## config.mk

```make
export PLATFORM = sky130hd
export DESIGN_NAME = dot_product_accumulator
export DESIGN_NICKNAME = d
export VERILOG_FILES = /design/src/rtl/dot_product_accumulator.sv
export SDC_FILE = /design/constraint.sdc
export NUM_CORES = 1
export LEC_CHECK = 0
export BUFFER_PORTS_ARGS = -buffer_cell sky130_fd_sc_hd__buf_2
export CAP_MARGIN = 30
export CORE_UTILIZATION = 35
export CTS_CLUSTER_SIZE = 14
export DETAILED_ROUTE_END_ITERATION = 10
export SYNTH_ARGS = -nofsm -noshare
export SYNTH_HDL_FRONTEND = slang
export SYNTH_SLANG_ARGS = --single-unit
```

## constraint.sdc

```tcl
create_clock -name clk -period 3.3 [get_ports clk]
set_input_delay 0.165 -clock clk [delete_from_list [all_inputs] [get_ports clk]]
set_output_delay 0.165 -clock clk [all_outputs]
set_load 0.01 [all_outputs]
```

## src/rtl/dot_product_accumulator.sv

```systemverilog
// Streaming signed dot-product accumulator fed by the multiplier lane over valid/ready.
// Define DOT_ACC_SATURATE_EN to clamp on overflow; otherwise the accumulator wraps.
module dot_product_accumulator #(
    parameter int BITS     = 8,
    parameter int ACC_BITS = 24,
    parameter int LEN_BITS = 8
) (
    input  logic                       clk,
    input  logic                       rst_n,
    input  logic                       start,
    input  logic [LEN_BITS-1:0]        length,
    input  logic                       in_valid,
    output logic                       in_ready,
    input  logic signed [BITS-1:0]     in_data,
    output logic                       out_valid,
    input  logic                       out_ready,
    output logic signed [ACC_BITS-1:0] out_data,
    output logic                       busy,
    output logic                       overflow
);

    typedef enum logic [1:0] {
        S_IDLE,
        S_ACCUM,
        S_DONE
    } state_t;

    localparam logic [ACC_BITS-1:0] ACC_MAX = {1'b0, {(ACC_BITS-1){1'b1}}};
    localparam logic [ACC_BITS-1:0] ACC_MIN = {1'b1, {(ACC_BITS-1){1'b0}}};

    state_t                r_state;
    logic [LEN_BITS-1:0]   r_count;
    logic [ACC_BITS-1:0]   r_acc;
    logic                  r_in_ready;
    logic                  r_out_valid;
    logic                  r_busy;
    logic                  r_overflow;

    logic [ACC_BITS:0]     w_data_ext;
    logic [ACC_BITS:0]     w_acc_ext;
    logic [ACC_BITS:0]     w_sum;
    logic                  w_ovf;
    logic [ACC_BITS-1:0]   w_next;

    // One guard bit above the accumulator: a mismatch between the top two bits of the sum is overflow.
    assign w_data_ext = {{(ACC_BITS+1-BITS){in_data[BITS-1]}}, in_data};
    assign w_acc_ext  = {r_acc[ACC_BITS-1], r_acc};
    assign w_sum      = w_acc_ext + w_data_ext;
    assign w_ovf      = w_sum[ACC_BITS] ^ w_sum[ACC_BITS-1];

`ifdef DOT_ACC_SATURATE_EN
    assign w_next = w_ovf ? (w_sum[ACC_BITS] ? ACC_MIN : ACC_MAX) : w_sum[ACC_BITS-1:0];
`else
    assign w_next = w_sum[ACC_BITS-1:0];
`endif

    always_ff @(posedge clk or negedge rst_n) begin
        if (!rst_n) begin
            r_state     <= S_IDLE;
            r_count     <= '0;
            r_acc       <= '0;
            r_in_ready  <= 1'b0;
            r_out_valid <= 1'b0;
            r_busy      <= 1'b0;
            r_overflow  <= 1'b0;
        end else begin
            case (r_state)
                S_IDLE: begin
                    if (start) begin
                        r_acc      <= '0;
                        r_overflow <= 1'b0;
                        r_count    <= length;
                        r_busy     <= 1'b1;
                        if (length != '0) begin
                            r_state    <= S_ACCUM;
                            r_in_ready <= 1'b1;
                        end else begin
                            r_state     <= S_DONE;
                            r_out_valid <= 1'b1;
                        end
                    end
                end
                S_ACCUM: begin
                    if (in_valid) begin
                        r_acc   <= w_next;
                        r_count <= r_count - 1'b1;
                        if (w_ovf) begin
                            r_overflow <= 1'b1;
                        end
                        if (r_count == LEN_BITS'(1)) begin
                            r_state     <= S_DONE;
                            r_in_ready  <= 1'b0;
                            r_out_valid <= 1'b1;
                        end
                    end
                end
                S_DONE: begin
                    if (out_ready) begin
                        r_state     <= S_IDLE;
                        r_out_valid <= 1'b0;
                        r_busy      <= 1'b0;
                    end
                end
                default: begin
                    r_state     <= S_IDLE;
                    r_in_ready  <= 1'b0;
                    r_out_valid <= 1'b0;
                    r_busy      <= 1'b0;
                end
            endcase
        end
    end

    assign in_ready  = r_in_ready;
    assign out_valid = r_out_valid;
    assign out_data  = r_acc;
    assign busy      = r_busy;
    assign overflow  = r_overflow;

endmodule

```

==> After elaboration in Yosys (flattened, before gate mapping) <==
Cells that the tools add are included.
{ "op_classes": {"reduce_logical": 9, "n_addsub": 2, "muxes": 29, "n_eq_ne": 10, "bitwise": 3} }
{ "op_table": {"columns": ["operator", "count"], "rows": [
  ["two-way mux 24 bit", 2],
  ["one-hot mux 24 bit (2 select lines)", 1],
  ["adder 24 x 8 -> 25 bit", 1],
  ["two-way mux 8 bit", 2],
  ["one-hot mux 8 bit (2 select lines)", 1],
  ["inequality test 2 bit (second input constant)", 7],
  ["two-way mux 1 bit", 13],
  ["two-way mux 2 bit", 5],
  ["AND reduction 5 bit", 2],
  ["one-hot mux 1 bit (3 select lines)", 3],
  ["== test 8 x 1 -> 1 bit (second input constant)", 1],
  ["AND reduction 4 bit", 2],
  ["nonzero test 8 bit", 1],
  ["subtractor 8 x 1 -> 8 bit (second input constant)", 1],
  ["one-hot mux 2 bit (3 select lines)", 1],
  ["AND reduction 3 bit", 2],
  ["== test 2 x 1 -> 1 bit (second input constant)", 1],
  ["== test 2 bit (second input constant)", 1],
  ["logical NOT 2 bit", 1],
  ["inverter 1 bit", 2],
  ["one-hot mux 1 bit (2 select lines)", 1],
  ["nonzero test 2 bit", 1],
  ["XOR 1 bit", 1]
]} }
{ "totals": {"output_inout_bits": 28, "in_bits": 21, "elab_cells": 60, "register_bits": 38} }

==> Logic depth before layout (Yosys ltp) <==
Gate-level depths: netlist (run 1).
{ "logic_depth": {"depth_word": 5, "mapped_depth": 9, "mapped_depth_nobuf": 9} }

==> Worst setup path after synthesis (run 1) <==
No wires, ideal clock.
{ "synth_timing": {"path_type": "flip-flop to flip-flop", "startpoint": "reg r_acc[0] (netlist: out_data[0])", "endpoint": "reg r_acc[18] (netlist: out_data[18])", "setup_ns": 0.134, "synth_period_minus_slack_ns": 2.329, "arrival_time_ns": 2.195, "path_stages_with_launch": 10, "t_required_ns": 3.166, "slack_ns": 0.971, "n_path_buf": 0, "cell_sequence": "dfrtp_1 ha_1 fa_1 a211oi_1 o21ai_0 nand4_1 o211ai_1 a211oi_1 xor2_1 o21ai_0"} }
{ "synth_via": {"elab_chain_len": 3} }
{ "synth_rtl": {"columns": ["element", "line_no", "text"], "rows": [
  ["start, declared", "33", "logic [ACC_BITS-1:0] r_acc;"],
  ["start signal, assigned", "85", "r_acc <= w_next;"],
  ["adder 24 x 8 -> 25 bit", "48", "assign w_sum = w_acc_ext + w_data_ext;"],
  ["two-way mux 24 bit", "84", "if (in_valid) begin"],
  ["one-hot mux 24 bit (2 select lines)", "67", "case (r_state)"]
]} }
Every way passes these cells. The select of a mux whose other input is x is not followed.
A chain may end at the register's enable or synchronous reset.

==> Worst setup path after layout (run 1) <==
Ends and elaborated chain as after synthesis.

==> metrics, run 1 <==
Detail Route Antenna Nets=0; DRT iter0 DRCs=133; worst reg2reg startpoint=out_data[0]; worst hold slack=-0.01545 ns; dpl hpwl=5025 um; Antenna Cells=0; Post-synth EDFFs=0; CTS root buffer=clkbuf_8; final count of negative-setup-slack endpoints=0; CP peak stage delay=0.43 ns; CTS tree=built; Design Power=2.738 mW; DRC Markers=0; Num CTS Buffers=5; Vias=2,610; CP startpoint=out_data[0]; critical-path cell list=ha_1 -> fa_1 -> a211oi_1 -> o21ai_0 -> nand4_1 -> o211ai_1 -> a211oi_1 -> xor2_1 -> o21ai_0; Warnings, synthesis=0; Slew @ Worst Pin=0.8881 ns; Top delay family on crit path=compound AO/OA/AOI/OAI gates; TritonRoute pass-1 iters=4; Nets=428; initial core utilization=36.65%; Core ar.=0.007807 mm2; R2R setup slack=0.66 ns; first-pass GRT wire length=11,870 um; syn avg cell area=8.441 um2; initial antenna violation count=0; total track usage=17.23%; latest clock arrival within the worst-skew pair=0.29 ns; Setup Skew=0.002469 ns; Slew headroom=40.79%; Max Cap Viol=0; Crit path depth=9; WP data required=3.44 ns; FMAX=379.4 MHz; Slew Viols, Final=0; Seq/Total Area, Yosys=33.23%; Die Ht=92.42 um; Seq cells post-synth=38; Mapped Cells=339; RePlAce Congestion=0.7948; final cell count without fillers=482; min Tclk post-route=2.635 ns; total die area=0.008541 mm2; share of layout cells above drive strength 1=16.84%; Layout fillers=813; Hold Vio Cnt, Final=14; commonest non-fill, non-tap cell in the layout=buf_2; H-tree levels=2; WS Path Type=reg2reg; failing checks=hold timing; Critical-path top delay cell=fa_1; final core occ=41.63%; Power Density=842.4 mW/mm2; site row count=32; clock slew at reported path FFs=0.08 ns; drt via density=5.415; Leak Pwr=1.526 nW; count of cell types in the netlist=52; drt wl/cell=14.38 um; worst hold-check path type=in2async; synthesized cell area=0.002861 mm2; Ports=49; Synthesized Nets=387; outcome=finished, violations left; kind of start point of the critical path=flip-flop; CP Buf/Inv Count=0; RSZ-0062 raised after global routing=no; reg-to-reg endpoint=out_data[18]; die width=92.42 um; crit share post-route=79.86%; ys flop type=dfrtp_1; number of setup buffers added after CTS=0; clock net sink count=38; worst vdd ir=0.0002472 V; Post-Place Cells=475; Critical Path End=out_data[18]; arrival time worst endpoint=2.78 ns; fraction of registers with async set/reset=100.0%; PortBufs=48; Gates resized, CTS repair=0; Overflow after GRT=0; crit end category=flip-flop; Post-Route WL=6930 um; CTS Hold Buffers Added=0; Final TNS setup=0 ns; largest net degree at the start of global routing=44; most frequent cells in the layout=buf_2, nand2_1, o21ai_0; number of global-route vias before repair=2,525; clk buf depth=2; r2r worst-path depth=9; CP max FO=5; area grow syn2layout=13.60%
-- metal layers --
| metal | global-route usage [%] | up-vias | share of wire (%) |
|---|---|---|---|
| li1 | - | 1318 | - |
| met3 | 2.874 | 8 | 3.7 |
| met1 | 22.90 | 1239 | 48 |
| met2 | 28.64 | 45 | 47 |
| met5 | 0 | - | 0 |
| met4 | 4.948 | 0 | 1.1 |
-- cell families after synthesis --
logic type      after synthesis  share of synthesized area (%)
compound gates              126                          28.03
xor+xnor                     22                          6.734
fa+ha+maj                    27                          12.07
buf+inv                      18                          2.536
flops                        38                          33.23
mux                           1                         0.3498
simple gates                107                          17.05
-- synth_stat cells, types with 5 or more instances --
| cell | count | area share (%) |
|---|---|---|
| nor2_1 | 28 | 3.7 |
| xnor2_1 | 9 | 2.8 |
| o21ai_0 | 44 | 7.7 |
| a21o_1 | 7 | 1.8 |
| ha_1 | 26 | 11 |
| a31oi_1 | 5 | 1.1 |
| a211oi_1 | 5 | 1.3 |
| clkbuf_1 | 10 | 1.3 |
| a21oi_1 | 32 | 5.6 |
| nand2_1 | 46 | 6.0 |
| dfrtp_1 | 38 | 33 |
| xor2_1 | 13 | 4.0 |
| nand2b_1 | 5 | 1.1 |
-- report_power, final --
| part | internal, mW | switching (mW) | leakage (nW) |
|---|---|---|---|
| combinational | 0.655 | 0.956 | 0.997 |
| clock | 0.142 | 0.172 | 0.0438 |
| sequential | 0.653 | 0.161 | 0.485 |
| total | 1.45 | 1.29 | 1.53 |
-- layout make-up --
cell class / count / area, um2 / area share, %
repair buffers: 48 / 240.2 / 7.390
clock inverters: 2 / 10.01 / 0.3079
clock buffers: 5 / 68.82 / 2.117
well taps: 102 / 127.6 / 3.926
inverters: 4 / 15.01 / 0.4619
flip-flops and latches: 38 / 950.9 / 29.25
multi-input cells: 283 / 1838 / 56.54
-- worst min-delay path by stage --
stage | endpoint | slack (ns) | depth (start not counted)
final | r_count[1] | -0.02 | 1
after global routing | r_count[1] | 0.07 | 1
after CTS | r_count[7] | 0.04 | 1
after detailed placement | r_count[1] | 0.36 | 1
after global placement | r_count[1] | 0.35 | 1
after floorplan | busy | -0.13 | 0
-- through the flow --
stage | hold slack [ns] | area (um2) | worst slack, ns
CTS | 0.03852 | 3251 | 0.6800
global placement | 0.3544 | 3172 | 0.8213
detailed placement | 0.3594 | 3172 | 0.7067
floorplan | -0.1306 | 2861 | 0.9709
global route | 0.06528 | 3251 | 0.4638
finish | -0.01545 | 3251 | 0.6646
-- flip-flops by register name (all words and copies together) (netlist names) --
signal / cells
out_data: 24
r_count: 8
r_state: 2
busy: 1
in_ready: 1
out_valid: 1
overflow: 1
Power figures use the tool's default switching activity.
==> run 2: changes to the inputs <==
--- a/config.mk
+++ b/config.mk
@@ -5,6 +5,7 @@
 export SDC_FILE = /design/constraint.sdc
 export NUM_CORES = 1
 export LEC_CHECK = 0
+export ABC_AREA = 1
 export BUFFER_PORTS_ARGS = -buffer_cell sky130_fd_sc_hd__buf_2
 export CAP_MARGIN = 30
 export CORE_UTILIZATION = 35
==> constraint.sdc (replaced) <==
create_clock -name clk -period 2.6 [get_ports clk]
set_input_delay 0.13 -clock clk [delete_from_list [all_inputs] [get_ports clk]]
set_output_delay 0.13 -clock clk [all_outputs]
set_load 0.01 [all_outputs]
==> run 2 against run 1 <==
  * The run ends with DRC left
  * Power rose by 45%
  * Clock power up 44%
  * Register-to-register slack worse by 0.21 ns
==> metrics, run 2 <==
Overflow after GRT=0 (unchanged); Die Ht=97.72 um (+5.7%); count of cell types in the netlist=39 (-25%); WS Path Type=reg2reg; Multi-input gate area=0.001997 mm2 (+8.6%); Post-Route WL=8403 um (+21%); register area=950.9 um2 (unchanged); initial antenna violation count=0 (unchanged); Ports=49 (unchanged); CP max FO=5 (unchanged); Detail Route Antenna Nets=0 (unchanged); min Tclk post-route=2.150 ns (-0.4850 ns); Hold Vio Cnt, Final=0 (-14); reg-to-reg endpoint=out_data[18]; Design Power=3.959 mW (+45%); TritonRoute pass-1 iters=8 (+4); Antenna Cells=0 (unchanged); site row count=34 (+6.3%); hold path depth=3; PortBufs=48 (unchanged); Layout fillers=929 (+14%); initial core utilization=36.42% (-0.23 points); crit end category=flip-flop; Slew @ Worst Pin=0.4539 ns (-0.4342 ns); first-pass GRT wire length=14,370 um (+21%); r2r worst-path depth=13 (+4); Core ar.=0.008806 mm2 (+13%); clk buf depth=2 (unchanged); worst vdd ir=0.0003353 V (+36%); FMAX=465.0 MHz (+23%); crit share post-route=82.71% (+2.8 points); ys flop type=dfrtp_1; CTS tree=built; most common cell in the netlist=nand2_1; Worst Hold End=r_count[1]; arrival time worst endpoint=2.35 ns (-0.43 ns); area grow syn2layout=15.02%; WP data required=2.80 ns (-0.64 ns); Seq/Total Area, Yosys=29.65% (-3.6 points); Yosys top cell area share=29.65% (-3.6 points); Leak Pwr=2.020 nW (+32%); drt via density=4.992 (-7.8%); die width=97.72 um (+5.7%); syn avg cell area=6.653 um2 (-21%); DRC Markers=2 (+2); Power Density=1073 mW/mm2 (+27%); number of global-route vias before repair=3,027 (+20%); kind of start point of the critical path=flip-flop; dpl hpwl=6440 um (+28%); Slew Viols, Final=0 (unchanged); Synthesized Nets=530 (+37%); clock net sink count=38 (unchanged); largest net degree at the start of global routing=39 (-11%); drt wl/cell=13.07 um (-9.1%); worst reg2reg startpoint=out_data[0]; Num CTS Buffers=5 (unchanged); Nets=582 (+36%); Gates resized, CTS repair=0 (unchanged); R2R setup slack=0.45 ns (-0.21 ns); outcome=finished, violations left; worst hold-check path type=in2reg; Vias=3,210 (+23%); CTS root buffer=clkbuf_8; max reg flops=24 (unchanged); most frequent cells in the layout=nand2_1, buf_2, inv_1; RSZ-0062 raised after global routing=no; Seq cells post-synth=38 (unchanged); commonest non-fill, non-tap cell in the layout=nand2_1; DRT iter0 DRCs=166 (+25%); Final TNS setup=0 ns (unchanged); Area contributors post-synth=dfrtp_1, nand2_1, ha_1, a21oi_1, inv_1; latest clock arrival within the worst-skew pair=0.30 ns (about the same); Slew headroom=69.74% (+29 points); clock slew at reported path FFs=0.08 ns (about the same); total track usage=18.48% (+1.3 points); fraction of registers with async set/reset=100.0% (unchanged); failing checks=DRC; final count of negative-setup-slack endpoints=0 (unchanged); Warnings, synthesis=0 (unchanged); Setup Skew=0.008287 ns (+0.005817 ns); synthesized cell area=0.003207 mm2 (+12%); Max Cap Viol=0 (unchanged); total die area=0.009549 mm2 (+12%); Post-synth top cells=nand2_1, inv_1, nor2_1; RePlAce Congestion=0.9097 (+14%); leading area contributor after synthesis=dfrtp_1; share of layout cells above drive strength 1=17.94% (+1.1 points); hold_sp=length[1]; Post-synth EDFFs=0 (unchanged); Mapped Cells=482 (+42%); H-tree levels=2 (unchanged)
run 2: cell count changes after synthesis, sizes merged, moves of 6 or more:
cell    delta
nor2      +21
a31oi      -6
xor2      -10
nand3     +14
xnor2      -8
o21ai      -9
inv       +52
nand2    +124
a21o       -8
clkbuf    -11
run 2: layout make-up:
cell class / instances / area share [%]
clock inverters: 2 / 0.3392
clock buffers: 6 / 2.239
well taps: 108 / 3.664
repair buffers: 52 / 7.938
multi-input cells: 379 / 54.14
inverters: 58 / 5.902
flip-flops and latches: 38 / 25.78
run 2: worst max-delay path, stage by stage (launching register included):
cell     delay (ns)
dfrtp_1        0.40
ha_1           0.22
fa_1           0.41
nand2_1        0.10
nand2_1        0.07
and2_1         0.16
nand3_1        0.07
nand3_1        0.16
nand2_1        0.10
nand2_1        0.08
nand2_1        0.09
nand3_1        0.07
nand3_1        0.08
nand2_1        0.05
run 2: cell families after synthesis:
logic type                 after synthesis  synth area share [%]
adders and majority gates               27                 10.77
DFF                                     38                 29.65
xor gates and xnor gates                 4                 1.093
buffers and inverters                   65                 8.077
and+or+nand+nor                        257                 34.30
AOI/OAI and AO/OA                       91                 16.11
run 2: per-layer routing:
metal	vias to the layer above	GRT usage (%)	part of all wire [%]
li1	1675	-	-
met1	1469	25.82	50
met2	59	30.17	45
met3	7	2.734	3.7
met4	0	4.196	1.0
met5	-	0	0
run 2: repair_timing:
item,CTS,global route
setup buffers,0,0
endpoints found under the hold margin,2,0
hold buffers,1,0
setup endpoints to repair,0,0
run 2: metrics by stage:
stage / instance area (um2) / hold slack, ns / std cells / util, % / setup WS [ns]
final: 3689 / 0.1169 / 643 / 41.89 / 0.4496
after global routing: 3689 / 0.1461 / 643 / 41.89 / 0.2915
after CTS: 3661 / 0.1067 / 642 / 41.57 / 0.4713
after detailed placement: 3556 / 0.3271 / 633 / 40.38 / 0.4753
after global placement: 3556 / 0.3338 / 633 / 40.38 / 0.5703
after floorplan: 3207 / -0.1656 / 482 / - / 0.6305
run 2: worst max-delay path by stage:
stage / from / end / cells after the start / slack [ns]
finish: out_data[0] / out_data[18] / 13 / 0.45
global route: out_data[0] / out_data[18] / 13 / 0.29
CTS: out_data[0] / out_data[18] / 13 / 0.47
detailed placement: out_data[0] / out_data[18] / 13 / 0.48
global placement: out_data[0] / out_data[18] / 13 / 0.57
floorplan: out_data[0] / out_data[18] / 13 / 0.63
run 2: power by group:
group	switching (mW)	leakage (nW)	internal, mW
Sequential	0.198	0.484	0.837
Combinational	1.60	1.49	0.877
Clock	0.238	0.0472	0.214
==> run 3: changes to the inputs <==
==> constraint.sdc (replaced) <==
create_clock -name clk -period 2.15 [get_ports clk]
set_input_delay 0.1075 -clock clk [delete_from_list [all_inputs] [get_ports clk]]
set_output_delay 0.1075 -clock clk [all_outputs]
set_load 0.01 [all_outputs]
==> run 3 against run 2 <==
  * The run still ends with DRC left
  * Routed wire length grew 4.6%
  * Clock-buffer cell count unchanged
  * Power increased by 24%
  * First-iteration DRC count is 4.8% higher
  * Critical path type unchanged
==> metrics, run 3 (synthesis gave the netlist of run 2 again) <==
clk buf depth=2 (unchanged); Design Power=4.901 mW (+24%); worst hold-check path type=in2reg; total die area=0.009549 mm2 (unchanged); drt via density=5.017 (+0.50%); r2r worst-path depth=11 (-2); Slew @ Worst Pin=0.4414 ns (-0.01250 ns); Hold Vio Cnt, Final=0 (unchanged); worst vdd ir=0.0005347 V (+59%); placed cell areas=0.003578 mm2 (+0.63%); Worst Hold End=r_count[1]; FMAX=500.3 MHz (+7.6%); Detail Route Antenna Nets=0 (unchanged); reg-to-reg endpoint=out_data[6]; Antenna Cells=0 (unchanged); crit share post-route=92.97% (+10 points); Final Cell Area=0.003746 mm2 (+1.6%); PortBufs=48 (unchanged); hold path depth=3 (unchanged); worst hold slack=0.09564 ns (-0.02124 ns); worst reg2reg startpoint=out_data[0]; clock slew at reported path FFs=0.08 ns (about the same); WP data required=2.34 ns (-0.46 ns); Num CTS Buffers=5 (unchanged); kind of start point of the critical path=flip-flop; Power Density=1308 mW/mm2 (+22%); site row count=34 (unchanged); commonest non-fill, non-tap cell in the layout=nand2_1; CP max FO=4 (-1); drt wl/cell=13.54 um (+3.6%); number of global-route vias before repair=3,090 (+2.1%); most frequent cells in the layout=nand2_1, buf_2, inv_1; Ports=49 (unchanged); dpl hpwl=6725 um (+4.4%); min Tclk post-route=1.999 ns (-0.1515 ns); H-tree levels=2 (unchanged); RePlAce Congestion=0.9122 (+0.27%); hold_sp=length[1]; CP startpoint=out_data[0]; max reg flops=24 (unchanged); switching share of power=51.31% (about the same); initial antenna violation count=0 (unchanged); TritonRoute pass-1 iters=7 (-1); final count of negative-setup-slack endpoints=0 (unchanged); Placement Setup Slack=0.01468 ns (-0.4607 ns); Setup Skew=0.004444 ns (-0.003843 ns); Core ar.=0.008806 mm2 (unchanged); die width=97.72 um (unchanged); largest net degree at the start of global routing=18 (-54%); switching power=2.514 mW (+24%); R2R setup slack=0.15 ns (-0.30 ns); crit end category=flip-flop; sequential power share=25.6% (-0.5 points); outcome=finished, violations left; total track usage=19.22% (+0.74 points); CTS root buffer=clkbuf_8; Worst Slack Setup Final=0.1511 ns (-0.2985 ns); clock network fraction of total power=11.2% (-0.2 points); share of layout cells above drive strength 1=20.70% (+2.8 points); Nets=588 (+1.0%); combinational share of power=63.1% (+0.6 points); Post-Route WL=8787 um (+4.6%); Leak Pwr=2.049 nW (+1.5%); Overflow after GRT=0 (unchanged); clock net sink count=38 (unchanged); failing checks=DRC; Die Ht=97.72 um (unchanged); arrival time worst endpoint=2.19 ns (-0.16 ns); Max Cap Viol=0 (unchanged); Vias=3,256 (+1.4%); Slew headroom=70.57% (+0.83 points); initial core utilization=36.42% (unchanged); first-pass GRT wire length=14,700 um (+2.3%); DRC Markers=3 (+1); final core occ=42.54% (+0.65 points); latest clock arrival within the worst-skew pair=0.30 ns (about the same); area grow syn2layout=16.82%; total internal power=2.386 mW (+24%); CTS tree=built; Slew Viols, Final=0 (unchanged); DRT iter0 DRCs=174 (+4.8%); WS Path Type=reg2reg
## run 3: cell types whose count changed in the layout (fill, tap and decap cells not counted)
cell,delta
nand3_2,+2
o21ai_0,-1
fa_1,-1
nand2_2,+4
nand3_1,-2
fa_2,+1
o21ai_2,+1
ha_1,-1
buf_4,+7
ha_2,+1
nand2_1,-4
a21oi_2,+1
buf_16,-1
a21oi_1,-1
## run 3: per-stage QoR
| stage | std cells | setup TNS, ns |
|---|---|---|
| 2_1_floorplan | 482 | 0 |
| 3_3_place_gp | 636 | 0 |
| 3_5_place_dp | 636 | 0 |
| 4_1_cts | 645 | 0 |
| 5_1_grt | 649 | -0.01313 |
| 6_report | 649 | 0 |
## run 3: power groups by stage
stage | logic, mW | clock network (mW) | registers (mW)
6_report | 3.09 | 0.550 | 1.26
5_1_grt | 3.52 | 0.590 | 1.30
4_1_cts | 3.02 | 0.575 | 1.26
3_5_place_dp | 3.01 | 0 | 1.27
3_3_place_gp | 2.96 | 0 | 1.26
2_1_floorplan | 2.15 | 0 | 1.31
## run 3: how the worst max path moves through the flow
stage	endpoint	slack [ns]	cells past startpoint
floorplan	out_data[18]	0.18	13
global placement	out_data[18]	0.11	13
detailed placement	out_data[18]	0.01	13
CTS	out_data[18]	0.06	13
global route	out_data[18]	-0.01	14
finish	out_data[6]	0.15	11
## run 3: timing repair
action                                  4_1_cts  5_1_grt
hold buffers                                  1        0
endpoints found under the setup margin        1        7
resized for setup                             1       10
buffers inserted                              0        4
endpoints found under the hold margin        13        0
pin swaps                                     0        2
## run 3: cell type report
type                            instances  area (um2)
Tap cell                              108       135.1
Inverter                               58       217.7
Clock inverter                          2       12.51
Multi-Input combinational cell        379        2029
Sequential cell                        38       950.9
Timing Repair Buffer                   58       317.8
Clock buffer                            6       82.58
Fill cell                             914        5060
## run 3: worst max-delay path, cell delays in order (launching register included)
cell and delay (ns):
dfrtp_1 0.40, ha_2 0.19, fa_2 0.35, nand2_2 0.08
nand2_1 0.06, and2_1 0.16, nand3_1 0.08, nand3_2 0.11
buf_4 0.16, buf_4 0.13, o21ai_1 0.12, nand2_1 0.06
## run 3: per-layer routing
metal	up-vias	part of all wire, %	global-route usage (%)
met5	-	0	0
met3	7	2.9	3.022
li1	1684	-	-
met4	0	1.2	5.478
met1	1518	49	25.92
met2	47	47	31.86
